### src/rtl/key_switch_input_comp_if.sv
// ---------------------------------------------------------------------------
// key_switch_input_comp_if
//
// Purpose: Avalon-MM slave bundle for the key/switch input peripheral.
//
// Signals:
//   address   [1:0]   word address (0 SW, 1 KEY state, 2 edge capture, 3 mask)
//   read              read strobe
//   write             write strobe
//   writedata [31:0]  write data
//   readdata  [31:0]  read data, valid one cycle after read
//
// Modports:
//   master  - interconnect / Nios side, drives the command signals
//   slave   - peripheral side, drives readdata
// ---------------------------------------------------------------------------
interface key_switch_input_comp_if;
  logic [1:0]  address;
  logic        read;
  logic        write;
  logic [31:0] writedata;
  logic [31:0] readdata;

  modport master (
    output address,
    output read,
    output write,
    output writedata,
    input  readdata
  );

  modport slave (
    input  address,
    input  read,
    input  write,
    input  writedata,
    output readdata
  );
endinterface

### src/rtl/key_switch_input_comp.sv
// ---------------------------------------------------------------------------
// key_switch_input_comp
//
// Purpose: Avalon-MM slave that lets the Nios sample the board pushbuttons
// (KEY, active-low) and slide switches (SW). All pins pass through two-flop
// synchronisers, keys are debounced, key presses are latched in a sticky
// write-1-to-clear edge-capture register and a maskable level interrupt is
// raised while any unmasked capture bit is set.
//
// Ports:
//   clk       system clock
//   reset_n   synchronous, active-low reset
//   avs       Avalon-MM slave (key_switch_input_comp_if.slave)
//   key_n     raw pushbuttons, active-low
//   sw        raw slide switches, active-high
//   irq       registered level interrupt, active-high
//
// Register map (word addresses, unused upper bits read 0):
//   0  sw_sync         read only
//   1  key_state       read only, 1 = pressed
//   2  edge_cap        read, write-1-to-clear
//   3  irq_mask        read / write
//
// Build option:
//   KEY_RELEASE_CAPTURE_EN - when defined, key releases are also captured in
//   edge_cap[2*NUM_KEYS-1:NUM_KEYS] and irq_mask widens to match. When
//   undefined, those bits read 0, ignore writes and no release logic exists.
// ---------------------------------------------------------------------------
module key_switch_input_comp #(
  parameter int NUM_KEYS        = 4,
  parameter int NUM_SW          = 18,
  parameter int DEBOUNCE_CYCLES = 50000,
  parameter int CNT_W           = 16
) (
  input  logic                    clk,
  input  logic                    reset_n,
  key_switch_input_comp_if.slave  avs,
  input  logic [NUM_KEYS-1:0]     key_n,
  input  logic [NUM_SW-1:0]       sw,
  output logic                    irq
);

`ifdef KEY_RELEASE_CAPTURE_EN
  localparam int EDGE_W = 2 * NUM_KEYS;
`else
  localparam int EDGE_W = NUM_KEYS;
`endif

  localparam logic [CNT_W-1:0] CNT_LAST = CNT_W'(DEBOUNCE_CYCLES - 1);
  localparam logic [CNT_W-1:0] CNT_ONE  = CNT_W'(1);

  localparam logic [1:0] ADDR_SW   = 2'd0;
  localparam logic [1:0] ADDR_KEY  = 2'd1;
  localparam logic [1:0] ADDR_EDGE = 2'd2;
  localparam logic [1:0] ADDR_MASK = 2'd3;

  // Synchroniser stages
  logic [NUM_KEYS-1:0] keyMeta_q;
  logic [NUM_KEYS-1:0] keySync_q;
  logic [NUM_SW-1:0]   swMeta_q;
  logic [NUM_SW-1:0]   swSync_q;

  // Debounce
  logic [NUM_KEYS-1:0] pressedS;
  logic [NUM_KEYS-1:0] keyState_q;
  logic [NUM_KEYS-1:0] keyState_d;
  logic [CNT_W-1:0]    cnt_q [NUM_KEYS];
  logic [CNT_W-1:0]    cnt_d [NUM_KEYS];

  // Edge capture, mask, interrupt, read data
  logic [NUM_KEYS-1:0] keyRise;
  logic [EDGE_W-1:0]   edgeEvent;
  logic [EDGE_W-1:0]   edgeClr;
  logic [EDGE_W-1:0]   edgeCap_q;
  logic [EDGE_W-1:0]   edgeCap_d;
  logic [EDGE_W-1:0]   irqMask_q;
  logic [EDGE_W-1:0]   irqMask_d;
  logic                irq_q;
  logic                irq_d;
  logic [31:0]         readData_q;
  logic [31:0]         readData_d;

  logic                writeEdge;
  logic                writeMask;

  // Only the low EDGE_W bits of writedata are meaningful; fold the rest away.
  logic unusedWriteData;
  assign unusedWriteData = ^avs.writedata;

  assign pressedS = ~keySync_q;

  // Any synchronised sample that disagrees with the debounced state advances
  // the counter; agreement (including a glitch back) restarts it. The toggle
  // happens on the DEBOUNCE_CYCLES-th consecutive disagreeing sample.
  always_comb begin
    keyState_d = keyState_q;
    for (int k = 0; k < NUM_KEYS; k++) begin
      cnt_d[k] = '0;
      if (pressedS[k] != keyState_q[k]) begin
        if (cnt_q[k] == CNT_LAST) begin
          keyState_d[k] = ~keyState_q[k];
        end else begin
          cnt_d[k] = cnt_q[k] + CNT_ONE;
        end
      end
    end
  end

  assign keyRise = keyState_d & ~keyState_q;

`ifdef KEY_RELEASE_CAPTURE_EN
  logic [NUM_KEYS-1:0] keyFall;
  assign keyFall   = ~keyState_d & keyState_q;
  assign edgeEvent = {keyFall, keyRise};
`else
  assign edgeEvent = keyRise;
`endif

  assign writeEdge = avs.write && (avs.address == ADDR_EDGE);
  assign writeMask = avs.write && (avs.address == ADDR_MASK);

  // New events are OR-ed in after the clear so a set and a clear of the same
  // bit in one cycle leaves the bit set.
  assign edgeClr   = writeEdge ? avs.writedata[EDGE_W-1:0] : '0;
  assign edgeCap_d = (edgeCap_q & ~edgeClr) | edgeEvent;
  assign irqMask_d = writeMask ? avs.writedata[EDGE_W-1:0] : irqMask_q;

  // irq is built from the registered capture and mask, so it trails any set,
  // clear or mask change by one cycle.
  assign irq_d = |(edgeCap_q & irqMask_q);

  // Read data is taken from current register contents, so a simultaneous
  // write is not visible until the following read.
  always_comb begin
    readData_d = readData_q;
    if (avs.read) begin
      case (avs.address)
        ADDR_SW:   readData_d = 32'(swSync_q);
        ADDR_KEY:  readData_d = 32'(keyState_q);
        ADDR_EDGE: readData_d = 32'(edgeCap_q);
        ADDR_MASK: readData_d = 32'(irqMask_q);
        default:   readData_d = '0;
      endcase
    end
  end

  always_ff @(posedge clk) begin
    if (!reset_n) begin
      // Key synchronisers come out of reset reading "released".
      keyMeta_q  <= '1;
      keySync_q  <= '1;
      swMeta_q   <= '0;
      swSync_q   <= '0;
      keyState_q <= '0;
      for (int k = 0; k < NUM_KEYS; k++) begin
        cnt_q[k] <= '0;
      end
      edgeCap_q  <= '0;
      irqMask_q  <= '0;
      irq_q      <= 1'b0;
      readData_q <= '0;
    end else begin
      keyMeta_q  <= key_n;
      keySync_q  <= keyMeta_q;
      swMeta_q   <= sw;
      swSync_q   <= swMeta_q;
      keyState_q <= keyState_d;
      for (int k = 0; k < NUM_KEYS; k++) begin
        cnt_q[k] <= cnt_d[k];
      end
      edgeCap_q  <= edgeCap_d;
      irqMask_q  <= irqMask_d;
      irq_q      <= irq_d;
      readData_q <= readData_d;
    end
  end

  assign avs.readdata = readData_q;
  assign irq          = irq_q;

endmodule

### src/flat_wrapper.sv
// flat-port wrapper written by rule: the top's interface ports become plain ports
module key_switch_input_comp_flat 
#(
  parameter int NUM_KEYS        = 4,
  parameter int NUM_SW          = 18,
  parameter int DEBOUNCE_CYCLES = 50000,
  parameter int CNT_W           = 16
)
  (clk, reset_n, key_n, sw, irq, avs_address, avs_read, avs_write, avs_writedata, avs_readdata);
  key_switch_input_comp_if avs_i ();
  input  logic clk;
  input  logic reset_n;
  input  logic [NUM_KEYS-1:0] key_n;
  input  logic [NUM_SW-1:0] sw;
  output logic irq;
  input wire logic [$bits(avs_i.address)-1:0] avs_address;
  input wire logic [$bits(avs_i.read)-1:0] avs_read;
  input wire logic [$bits(avs_i.write)-1:0] avs_write;
  input wire logic [$bits(avs_i.writedata)-1:0] avs_writedata;
  output wire logic [$bits(avs_i.readdata)-1:0] avs_readdata;
  assign avs_i.address = avs_address;
  assign avs_i.read = avs_read;
  assign avs_i.write = avs_write;
  assign avs_i.writedata = avs_writedata;
  assign avs_readdata = avs_i.readdata;
  key_switch_input_comp #(.NUM_KEYS(NUM_KEYS), .NUM_SW(NUM_SW), .DEBOUNCE_CYCLES(DEBOUNCE_CYCLES), .CNT_W(CNT_W)) u_core (.clk(clk), .reset_n(reset_n), .avs(avs_i), .key_n(key_n), .sw(sw), .irq(irq));
endmodule
### config.mk
export PLATFORM = sky130hd
export DESIGN_NAME = key_switch_input_comp_flat
export DESIGN_NICKNAME = d
export VERILOG_FILES = /design/src/rtl/key_switch_input_comp_if.sv /design/src/rtl/key_switch_input_comp.sv /design/src/flat_wrapper.sv
export SDC_FILE = /design/constraint.sdc
export NUM_CORES = 1
export LEC_CHECK = 0
export BUFFER_PORTS_ARGS = -buffer_cell sky130_fd_sc_hd__buf_2
export CAP_MARGIN = 30
export CORE_MARGIN = 1
export CORE_UTILIZATION = 37
export CTS_CLUSTER_DIAMETER = 200
export CTS_CLUSTER_SIZE = 25
export DETAILED_ROUTE_END_ITERATION = 16
export PLACE_DENSITY = 0.6
export SLEW_MARGIN = 20
export SYNTH_ARGS = -nofsm -noshare
export SYNTH_HDL_FRONTEND = slang
export SYNTH_SLANG_ARGS = --single-unit
### constraint.sdc
create_clock -name clk -period 2.2 [get_ports clk]
set_input_delay 0.33 -clock clk [delete_from_list [all_inputs] [get_ports clk]]
set_output_delay 0.33 -clock clk [all_outputs]
set_load 0.02 [all_outputs]
## Yosys cells after proc, flatten, opt, wreduce, memory -nomap -nowiden

Memories as Yosys holds them, arrays and structs flattened.
Index checks and enable logic that the tools add are counted.

- Logic and storage cells: 68
- Bits in writable memories: 64
- Bits in read-only memories: 0
- Output and inout port bits: 33
- Memories kept: 1
- Flip-flop bits (word level): 89
- Latch bits: 0

- Shift operators: 0
- Multipliers: 0
- $add $sub $neg: 4
- Bitwise logic cells: 15
- Mux-type cells: 24
- Equal/unequal tests: 11
- Div/mod/pow operators: 0
- Magnitude comparators: 0
- Reductions and logical operators: 4

Memories:

| name | words | bits a word | rd ports | clocked after Yosys merged registers in | write ports | RTL line | source |
|---|---|---|---|---|---|---|---|
| u_core.cnt_q | 4 | 16 | 4 | 0 | 4 | key_switch_input_comp.sv:67 | `logic [CNT_W-1:0] cnt_q [NUM_KEYS];` |

Operators by type and width:

| kind | number |
|---|---|
| $mux W16 | 12 |
| $pmux W32 S4 | 1 |
| $add A16 B1 Y16 const B | 4 |
| $eq A16 B16 Y1 const B | 4 |
| $and A4 B4 Y4 | 3 |
| $not A4 Y4 | 3 |
| $mux W1 | 10 |
| $eq A2 B2 Y1 const B | 2 |
| $mux W4 | 1 |
| $ne A1 B1 Y1 | 4 |
| $not A1 Y1 | 4 |
| $or A1 B1 Y1 | 4 |
| $or A4 B4 Y4 | 1 |
| $reduce_or A4 Y1 | 1 |
| $eq A2 B1 Y1 const B | 1 |
| $logic_and A1 B1 Y1 | 2 |
| $logic_not A2 Y1 | 1 |

## Depth between registers and ports, before layout

- Depth after elaboration: 6
- Gate-level depth with buffers: 6
- Depth with buffers taken out: 5

## Least setup slack after synthesis

Ideal clock, no wire load.

- Path type: flip-flop to flip-flop
- Start point: mem u_core.cnt_q[1][0] (netlist: u_core.cnt_q[0][16])
- End point: mem u_core.cnt_q[1][7] (netlist: u_core.cnt_q[0][23])
- Library setup time: 0.115 ns
- Clock period less this slack: 1.530 ns
- Cell stages (with the launch flop): 7
- Setup slack: 0.670 ns
- Arrival time: 1.416 ns
- Cell sequence: dfxtp_1 -> ha_1 -> nand3_1 -> nand4b_1 -> nand3_1 -> buf_4 -> nor2_1

RTL lines:

| item | RTL line |
|---|---|
| start, declared | key_switch_input_comp.sv:67 |

==> reports/results.tsv <==
stage	metric	value	unit
run_status	status	finished clean	
floorplanning	pin_count	93	
grt	grt_max_degree	34	
synthesis	yosys.area_share.xor_xnor	0.0910	
setup_path	crit_path_top_delay_cell	nand3_1	
clock_network	max-clock-path-buffers	2	
final_layout	antennaDiodeCount	0	
synthesis	yosysWarnings	0	
timing	fmax	543	MHz
drt	drc	0	
timing	worst_slew_pin_slew	0.578	ns
timing	rsz0062_at_grt	no	
pwr	power_frac_seq	0.464	
min_path	worstHoldPathType	input pin to register	
placement	dpl_worst_slack	0.365	ns
placement	io_buffers	50	
setup_path	crit_required	2.48	ns
grt	grt_antenna_before_repair	1	
final_layout	final_nets	684	
synthesis	synth_simple_gate_area_frac	0.276	
floorplanning	die_y	124	µm
clock_network	insertion_delay	0.42	ns
final_layout	post-route-util	0.445	
drt	post_drt_wl_per_cell	12.0	µm
timing	slew_headroom	0.613	
synthesis	ys_ff_latch	139	
floorplanning	rows	44	
pwr	p_sw_frac	0.218	
drt	post_drt_via_cell_ratio	4.74	
setup_path	cp_max_fo	15	
floorplanning	design.core.area	0.0145	mm²
timing	hold_viol	0	
floorplanning	start_util	0.379	
floorplanning	die_x	124	µm
synthesis	ys.flop_type	dfxtp_1	
pwr	pwr-share-clk	0.507	
timing	layout_setup_ws	0.359	ns
clock_network	ctsResizeCount	0	
synthesis	synth_cell_types	40	
clock_network	cts_tree	done	
setup_path	worstPathCellList	ha_1 -> nand3_1 -> nand4b_1 -> nand3_1 -> nor2_1	
clock_network	htreeDepth	4	
final_layout	drive_gt1_frac	0.158	
setup_path	cp-start-kind	register	
synthesis	synth_adder_area_share	0.00912	
synthesis	netlist_instances	567	
setup_path	crit_type	register to register	
setup_path	r2r-start	u_core.cnt_q[0][48]	
flow_run	maxCapViolations	0	
pwr	switching_power	1210	µW
clock_network	cts_buffers	17	
pwr	ir_drop	522	µV
timing	final-setup-viol-count	0	
pwr	powerDensity	863	mW/mm²
drt	vias	3876	
drt	drt_iter0_drc	244	
pwr	intPower	4350	µW
drt	ant_nets	0	
synthesis	yosysSeqAreaShare	0.507	
clock_network	hold_buffers	0	
setup_path	path_buf_inv	0	
drt	first_pass_iters	5	
synthesis	synth-async-reset-ratio	0	
setup_path	cp_top_family	simple AND/OR/NAND/NOR gates	
synthesis	yosys-mux-area-fraction	0.0310	
clock_network	cts-root-buf	clkbuf_16	
grt	overflow	0	
grt	grt_pass1_wl	16.6	mm
pwr	power_frac_comb	0.029	
final_layout	layout.filler_cells	1395	
final_layout	synthToLayoutAreaGrowth	17.5	%
grt	grt_use_total	0.143	
timing	min_period	1.84	ns
placement	hpwlAfterDp	6.79	mm
timing	tns	0	ns
setup_path	cp.arrival	2.12	ns
synthesis	synth-edff-count	0	
placement	place_congestion	0.814	
pwr	p_leak	0.00229	µW
clock_network	clkTransAtPathRegs	0.06	ns
synthesis	netlist_area	0.00549	mm²
synthesis	synth-compound-area-share	0.0399	
timing	finalMaxSlewViolations	0	
setup_path	cp_common_cell	nand3_1	
setup_path	slowest_delay	0.50	ns
floorplanning	dieArea	0.0153	mm²
synthesis	synth_top_family_by_area	simple AND/OR/NAND/NOR gates	
min_path	min_from	key_n[1]	
grt	grt_pass1_vias	3602	
timing	fin_crit_sh	0.837	
setup_path	critPathCaptureType	register	
timing	fin_skew	0.00457	ns
drt	routed_wl	9.80	mm
setup_path	crit_start	u_core.cnt_q[0][48]	
clock_network	cts_setup_buffers	0	
synthesis	postSynthAreaPerCell	9.68	µm²
clock_network	cts_sinks	139	
==> area by class of cell <==
type                       count  area (µm²)  share of cell area
multi-input combinational    396        2510               0.389
timing repair buffer          55         288              0.0446
tap                          184         230              0.0357
clock inverter                14         159              0.0247
clock buffer                  18         439              0.0681
inverter                      11        41.3             0.00641
sequential                   139        2780               0.432
==> worst paths after layout <==
check                        end  slack, ns  cells after the start
max reg2reg  u_core.cnt_q[0][59]       0.36                      5
max          u_core.cnt_q[0][59]       0.36                      5
min reg2reg  u_core.keySync_q[2]       0.41                      1
min          u_core.keyMeta_q[1]       0.09                      2
==> synth_stat cells (2+ instances only) <==
master	number	area share
and3_1	6	0.0068
buf_2	4	0.0036
nor2_1	70	0.048
nand4b_1	3	0.0048
and2_1	37	0.042
dfxtp_1	139	0.51
nor4_1	11	0.013
nor3_1	16	0.015
and4bb_2	2	0.0046
or2_2	4	0.0046
inv_1	11	0.0075
xnor2_1	42	0.067
nand3_1	24	0.022
nand2_1	18	0.012
mux2i_1	8	0.015
a21boi_0	9	0.012
clkbuf_1	11	0.0075
nor4b_1	4	0.0064
or3_1	2	0.0023
ha_1	4	0.0091
o21a_1	4	0.0055
a21oi_1	17	0.016
a22oi_1	2	0.0027
nand2b_1	8	0.0091
nor2b_1	37	0.042
buf_4	17	0.023
nand4_1	20	0.023
and4_1	3	0.0048
xor2_1	15	0.024
nor4bb_1	6	0.011
mux4_2	4	0.016
==> registers in the layout (all words and copies together) (netlist names) <==
register,flops
u_core.cnt_q,64
u_core.avs.readdata,18
u_core.swMeta_q,18
u_core.swSync_q,18
u_core.edgeCap_q,4
u_core.irqMask_q,4
u_core.keyMeta_q,4
u_core.keyState_q,4
u_core.keySync_q,4
u_core.irq,1
==> layer usage <==
metal	share of wire	global-route usage
met5	0.0013	0
met4	0.013	0.0565
met1	0.48	0.174
met2	0.46	0.227
met3	0.043	0.0568
==> per-stage QoR <==
stage                     cell area [µm²]  power [µW]  hold WS (ns)  cells
final                                6450        5560        0.0943    817
after global placement               5850        2790         0.399    785
after floorplan                      5540        2760         0.386    580
after global routing                 6450        5800        0.0816    817
after detailed placement             5850        2800         0.398    785
after CTS                            6450        5650        0.0711    817
==> kinds of logic after synthesis <==
group,after synthesis
compound gates,35
simple gates,274
other cells,1
buf+inv,45
flops,139
mux,12
xor+xnor,57
fa+ha+maj,4
==> cell usage in the layout, fill, tap and decap left out, drive strengths merged, types with 4 or more instances in the layout <==
master    synthesis  final
a21boi            9      9
a21oi            17     17
and2             37     37
and3              6      6
buf              22     55
clkbuf           12     18
clkinvlp          0      5
conb              1     14
dfxtp           139    139
ha                4      4
inv              11     16
mux2i             8      8
mux4              4      4
nand2            18     18
nand2b            8      8
nand3            25     25
nand4            20     20
nor2             70     70
nor2b            37     37
nor3             16     16
nor4             11     11
nor4b             4      4
nor4bb            6      6
o21a              4      4
or2               4      4
xnor2            42     42
xor2             15     15
==> power by group through the flow <==
| stage | registers (µW) | logic, µW | clock network [µW] |
|---|---|---|---|
| floorplan | 2630 | 129 | 0 |
| global placement | 2630 | 161 | 0 |
| detailed placement | 2630 | 164 | 0 |
| CTS | 2580 | 164 | 2910 |
| global route | 2580 | 182 | 3030 |
| finish | 2580 | 161 | 2820 |
Note: power is estimated with default switching activity, not from simulation.
